### src/rtl/int2float_arb.sv
// -----------------------------------------------------------------------------
// int2float_arb
//
// Round-robin front end for one shared combinational int->float converter.
// NREQ requesters offer integer operands through valid/ready handshakes. The
// arbiter grants one of them per cycle and registers the operand onto cv_in.
// The external converter answers on cv_out in the same cycle. One cycle after
// the grant, {cv_out, tag} goes into a 2-entry first-word-fall-through FIFO
// that feeds the valid/ready output port.
//
// Grants are credit-limited. Operands in flight plus buffered results never
// exceed the two FIFO slots, so the FIFO cannot overflow. Because of this,
// req_ready does not have to look at out_ready. With out_ready held high the
// block accepts one operand per cycle and returns one result per cycle.
//
// Ports
//   clk        sole clock; all state updates on the rising edge
//   rst_n      synchronous active-low reset
//   req_valid  [NREQ]      per-requester operand valid
//   req_data   [NREQ*IW]   operands; requester i occupies [i*IW +: IW]
//   req_ready  [NREQ]      per-requester accept (one-hot or zero)
//   cv_in      [IW]        registered operand sent to the converter
//   cv_out     [OW]        converter result for cv_in, same cycle
//   out_valid              result available at the FIFO head
//   out_ready              downstream accept
//   out_data   [OW]        converted value at the FIFO head
//   out_tag    [TW]        index of the requester that produced out_data
//   busy                   an operand is in flight or a result is buffered
// -----------------------------------------------------------------------------
module int2float_arb #(
   parameter int NREQ = 4,
   parameter int IW   = 11,
   parameter int OW   = 7,
   parameter int TW   = 2
) (
   input  logic               clk,
   input  logic               rst_n,
   input  logic [NREQ-1:0]    req_valid,
   input  logic [NREQ*IW-1:0] req_data,
   output logic [NREQ-1:0]    req_ready,
   output logic [IW-1:0]      cv_in,
   input  logic [OW-1:0]      cv_out,
   output logic               out_valid,
   input  logic               out_ready,
   output logic [OW-1:0]      out_data,
   output logic [TW-1:0]      out_tag,
   output logic               busy
);

   localparam int EW = OW + TW;   // FIFO entry: {result, tag}

   // Stage 1: arbiter pointer and registered operand
   logic [TW-1:0] rr_q, rr_d;
   logic          inflight_q, inflight_d;
   logic [TW-1:0] tag_q, tag_d;
   logic [IW-1:0] cv_in_q, cv_in_d;

   // Stage 2: two-entry output FIFO
   logic [EW-1:0] fifo_mem_q [2];
   logic          wr_ptr_q, wr_ptr_d;
   logic          rd_ptr_q, rd_ptr_d;
   logic [1:0]    count_q, count_d;

   // Handshake and arbitration helpers
   logic          push;
   logic          pop;
   logic [2:0]    occupancy;
   logic          credit_ok;
   logic          grant_vld;
   logic [TW-1:0] grant_idx;
   logic [IW-1:0] sel_data;
   logic [TW:0]   scan_idx;
   logic [EW-1:0] head;

   // -------------------------------------------------------------------------
   // Output side. While reset is held low, all outputs read as idle. Otherwise
   // pre-reset garbage in count_q could appear as a valid result.
   // -------------------------------------------------------------------------
   always_comb begin
      head      = fifo_mem_q[rd_ptr_q];
      out_valid = rst_n & (count_q != 2'd0);
      out_data  = head[EW-1:TW];
      out_tag   = head[TW-1:0];
      busy      = rst_n & (inflight_q | (count_q != 2'd0));
      cv_in     = cv_in_q;
   end

   always_comb begin
      pop  = out_valid & out_ready;
      push = inflight_q;
      // A pop implies count_q >= 1, so this difference cannot wrap.
      occupancy = {1'b0, count_q} + {2'b00, inflight_q} - {2'b00, pop};
      credit_ok = (occupancy < 3'd2);
   end

   // -------------------------------------------------------------------------
   // Round-robin search. Start at rr_q, wrap modulo NREQ, and take the first
   // valid requester. A requester that drops valid before it is reached is
   // simply skipped, and the pointer only moves on an actual grant.
   // -------------------------------------------------------------------------
   always_comb begin
      // NOTE: every signal gets a default before any branch, so no path leaves
      // it unassigned and no latch is inferred.
      grant_vld = 1'b0;
      grant_idx = '0;
      sel_data  = '0;
      scan_idx  = '0;
      for (int k = 0; k < NREQ; k++) begin
         scan_idx = {1'b0, rr_q} + (TW+1)'(k);
         if (scan_idx >= (TW+1)'(NREQ)) begin
            scan_idx = scan_idx - (TW+1)'(NREQ);
         end
         if (!grant_vld && req_valid[scan_idx[TW-1:0]]) begin
            grant_vld = 1'b1;
            grant_idx = scan_idx[TW-1:0];
            sel_data  = req_data[scan_idx[TW-1:0]*IW +: IW];
         end
      end
      grant_vld = grant_vld & credit_ok & rst_n;
   end

   always_comb begin
      req_ready = '0;
      if (grant_vld) begin
         req_ready[grant_idx] = 1'b1;
      end
   end

   // -------------------------------------------------------------------------
   // Next-state logic
   // -------------------------------------------------------------------------
   always_comb begin
      rr_d       = rr_q;
      inflight_d = 1'b0;
      tag_d      = tag_q;
      cv_in_d    = cv_in_q;
      if (grant_vld) begin
         rr_d       = (grant_idx == TW'(NREQ-1)) ? '0 : grant_idx + 1'b1;
         inflight_d = 1'b1;
         tag_d      = grant_idx;
         cv_in_d    = sel_data;
      end
   end

   always_comb begin
      wr_ptr_d = wr_ptr_q ^ push;
      rd_ptr_d = rd_ptr_q ^ pop;
      // On push and pop in the same cycle, the pop frees the slot the push
      // fills, so count is unchanged, including when count is 2.
      case ({push, pop})
         2'b10:   count_d = count_q + 2'd1;
         2'b01:   count_d = count_q - 2'd1;
         default: count_d = count_q;
      endcase
   end

   // -------------------------------------------------------------------------
   // State registers
   // -------------------------------------------------------------------------
   // NOTE: sequential state uses non-blocking assignments, so every flop
   // samples its pre-edge inputs no matter how the blocks are ordered.
   always_ff @(posedge clk) begin
      if (!rst_n) begin
         rr_q       <= '0;
         inflight_q <= 1'b0;
         tag_q      <= '0;
         cv_in_q    <= '0;
         wr_ptr_q   <= 1'b0;
         rd_ptr_q   <= 1'b0;
         count_q    <= 2'd0;
      end else begin
         rr_q       <= rr_d;
         inflight_q <= inflight_d;
         tag_q      <= tag_d;
         cv_in_q    <= cv_in_d;
         wr_ptr_q   <= wr_ptr_d;
         rd_ptr_q   <= rd_ptr_d;
         count_q    <= count_d;
      end
   end

   // NOTE: FIFO storage is not reset. count_q gates every read, so stale
   // entries are never visible, and leaving the memory unreset keeps it as
   // plain storage.
   always_ff @(posedge clk) begin
      if (push) begin
         fifo_mem_q[wr_ptr_q] <= {cv_out, tag_q};
      end
   end

   // -------------------------------------------------------------------------
   // The credit rule makes these cases unreachable.
   // -------------------------------------------------------------------------
   a_fifo_no_overflow : assert property (@(posedge clk) disable iff (!rst_n)
      !(push && !pop && (count_q == 2'd2)));

   a_fifo_no_underflow : assert property (@(posedge clk) disable iff (!rst_n)
      !(pop && (count_q == 2'd0)));

   a_fifo_count_range : assert property (@(posedge clk) disable iff (!rst_n)
      count_q <= 2'd2);

endmodule

### config.mk
export PLATFORM = sky130hd
export DESIGN_NAME = int2float_arb
export DESIGN_NICKNAME = d
export VERILOG_FILES = /design/src/rtl/int2float_arb.sv
export SDC_FILE = /design/constraint.sdc
export NUM_CORES = 1
export LEC_CHECK = 0
export ABC_AREA = 0
export BUFFER_PORTS_ARGS = -buffer_cell sky130_fd_sc_hd__buf_2
export CAP_MARGIN = 20
export CORE_MARGIN = 2
export CORE_UTILIZATION = 45
export CTS_CLUSTER_DIAMETER = 150
export DETAILED_ROUTE_END_ITERATION = 16
export PLACE_DENSITY_LB_ADDON = 0.1
export SYNTH_ARGS = -nofsm -noshare
export SYNTH_HDL_FRONTEND = slang
export SYNTH_SLANG_ARGS = --single-unit
### constraint.sdc
create_clock -name clk -period 5.1 [get_ports clk]
set_clock_uncertainty 0.1 [all_clocks]
set_input_delay 0.765 -clock clk [delete_from_list [all_inputs] [get_ports clk]]
set_output_delay 0.765 -clock clk [all_outputs]
set_load 0.1 [all_outputs]
==> impl_metrics.json <==
{
  "synthMuxAreaShare_pct": 18.3,
  "grt_usage_pct": 22.0,
  "gr-total-overflow": 0,
  "fin_cells": 497,
  "htree_levels": 2,
  "gp_congestion": 0.811,
  "fp.dieArea_um2": 7850,
  "cts_buffers": 5,
  "dp.cells": 489,
  "initial_utilization_pct": 46.9,
  "maxCapViolations": 0,
  "core_um2": 6870,
  "ys_ff_latch": 39,
  "outcome": "completed",
  "finalCritPeriodShare_pct": 80.4,
  "critPathKind": "in2out",
  "wl_per_cell_um": 17.1,
  "clk_pin_slew_ps": 80,
  "power.leakage_uw": 0.00147,
  "finish.utilization_pct": 54.0,
  "via_per_inst": 5.88,
  "drt_wl_total_um": 8500,
  "die_y_um": 88.6,
  "grt_pass1_vias": 2569,
  "portBuffers": 83,
  "drive_gt1_share_pct": 33.4,
  "cellPowerDensity_nw_per_um2": 431,
  "die_w_um": 88.6,
  "vias": 2920,
  "antenna_found_initial": 0,
  "synth_area_um2": 3220,
  "setup_viol": 0,
  "syn_avg_cell_area_um2": 9.48,
  "synth_edf_count": 18,
  "final_net_count": 465,
  "timing.fmax_mhz": 244,
  "cts_setup_buffers": 0,
  "worstSetupStartpointType": "input port",
  "slew_violations": 0,
  "fin_tns_setup_ps": 0,
  "synthCells": 340,
  "dp_hpwl_um": 5870,
  "post-route-drc-count": 0,
  "synth_fa_ha_area_share_pct": 2.95,
  "synth-compound-area-share_pct": 29.6,
  "peakVddDrop_mv": 0.236,
  "path_max_fanout": 22,
  "clkSinkCount": 39,
  "drt_iter0_drc": 184,
  "hold_viol": 0,
  "rsz0062_at_grt": "false",
  "worst_hold_path_type": "reg2reg",
  "seq_area_frac_synth_pct": 29.8,
  "slew_headroom_pct": 32.2,
  "max_slew.worst_pin.slew_ps": 1020,
  "timing.final.crit_period_ps": 4100,
  "worstSkewPairLatency_ps": 290,
  "cts_hold_buf": 0,
  "io_pins": 84,
  "cts_tree": "yes",
  "synthToLayoutAreaGrowth_pct": 15.1,
  "synthSimpleGateAreaFrac_pct": 11.3,
  "num_antenna_cells": 0,
  "cts_buffer_depth": 2,
  "synth_nets": 405,
  "drtAntennaViolNets": 0,
  "grt_max_degree": 41,
  "ys_async_sr_fraction_pct": 0,
  "ctsResizeCount": 0,
  "synth_xor_area_share_pct": 0.816,
  "synth_top_family_by_area": "compound AO/OA/AOI/OAI gates",
  "synth_cell_type_count": 52,
  "synth-main-ff-cell": "dfxtp_1",
  "critPathCaptureType": "output pin",
  "cp.required_ps": 4240,
  "ctsRootBufferMaster": "clkbuf_8",
  "finalPower_uw": 1600,
  "grt_pass1_wl_um": 13300,
  "drt-pass1-iter-count": 5,
  "worstPathArrival_ps": 3240,
  "rows": 30,
  "yosysWarnings": 0
}
-- metrics by stage --
stage               area (µm²)  setup WS (ps)  hold WS [ps]
finish                    3710            998           364
CTS                       3710            988           366
global placement          3600           1070           344
floorplan                 3220            486           325
detailed placement        3600            994           351
global route              3710            809           379
-- power breakdown --
group	total, µW	switching [µW]	internal, µW
logic	902	661	241
clock network	253	110	143
registers	443	47.8	395
-- critical path, stage by stage --
cell	delay, ps
buf_2	300
o21a_1	210
nand2_1	120
xnor2_1	150
nand2_1	80
fa_1	390
xnor2_1	170
nand4_2	130
inv_2	290
and2_1	180
buf_2	430
-- metal layers --
metal  vias up  track usage [%]  wire [µm]
met5         -                0          0
met4         0             4.68          0
met3         0             3.26        577
met2        93             34.0       4000
met1      1397             32.6       3910
li1       1430                -          -
-- layout by cell type, fill, tap and decap left out, drive strengths merged, types with 2 or more instances in the layout --
| cell type | count |
|---|---|
| buf | 89 |
| mux2i | 36 |
| o21ai | 28 |
| nor2 | 23 |
| a221oi | 22 |
| dfxtp | 21 |
| mux2 | 20 |
| edfxtp | 18 |
| a21oi | 15 |
| a21boi | 13 |
| a32o | 11 |
| and3 | 11 |
| a31oi | 11 |
| o31ai | 11 |
| nand2 | 9 |
| inv | 8 |
| and2 | 8 |
| ha | 6 |
| clkbuf | 5 |
| nor2b | 4 |
| o21a | 3 |
| xnor2 | 3 |
| nand3b | 2 |
| nand3 | 2 |
| or3 | 2 |
| or3b | 2 |
| o32ai | 2 |
| clkinv | 2 |
-- worst paths after layout --
check / cells past startpoint / end / slack (ps) / startpoint
max: 11 / req_ready[2] / 1000 / rst_n
min: 0 / fifo_mem_q[0][1]$_DFFE_PP_ / 360 / tag_q[1]$_SDFFE_PN0P_
max reg2reg: 8 / cv_in[1]$_SDFFE_PN0P_ / 2110 / rr_q[1]$_SDFFE_PN0P_
min reg2reg: 0 / fifo_mem_q[0][1]$_DFFE_PP_ / 360 / tag_q[1]$_SDFFE_PN0P_
-- area by class of cell --
cell class	count	area [µm²]
clock inverter	3	38.8
tap	96	120
inverter	8	30.0
multi-input combinational	257	2030
clock buffer	5	68.8
timing repair buffer	89	460
fill	648	3160
sequential	39	962
-- cells in the mapped netlist (all sizes together) (13+ instances only) --
cell    count  area [µm²]
a21boi     13        97.6
a21oi      15        75.1
a221oi     22         193
buf        22         149
clkbuf     14        52.6
dfxtp      21         420
edfxtp     18         541
mux2       20         225
mux2i      36         364
nor2       23        86.3
o21ai      28         140
-- logic make-up after synthesis --
kind of cell             count (synthesis)
adder cells (fa/ha/maj)                  7
buffers and inverters                   44
AND/OR/NAND/NOR                         68
AO/OA/AOI/OAI                          123
XOR/XNOR                                 3
flip-flops                              39
multiplexers                            56
-- sequential cells by signal, indices dropped and copies added, names as in the netlist, named ones only --
register and flops:
wr_ptr_q 1, rd_ptr_q 1, tag_q 2, count_q 2, inflight_q 1, fifo_mem_q 18
cv_in 11, rr_q 2
Note: power is estimated with default switching activity, not from simulation.
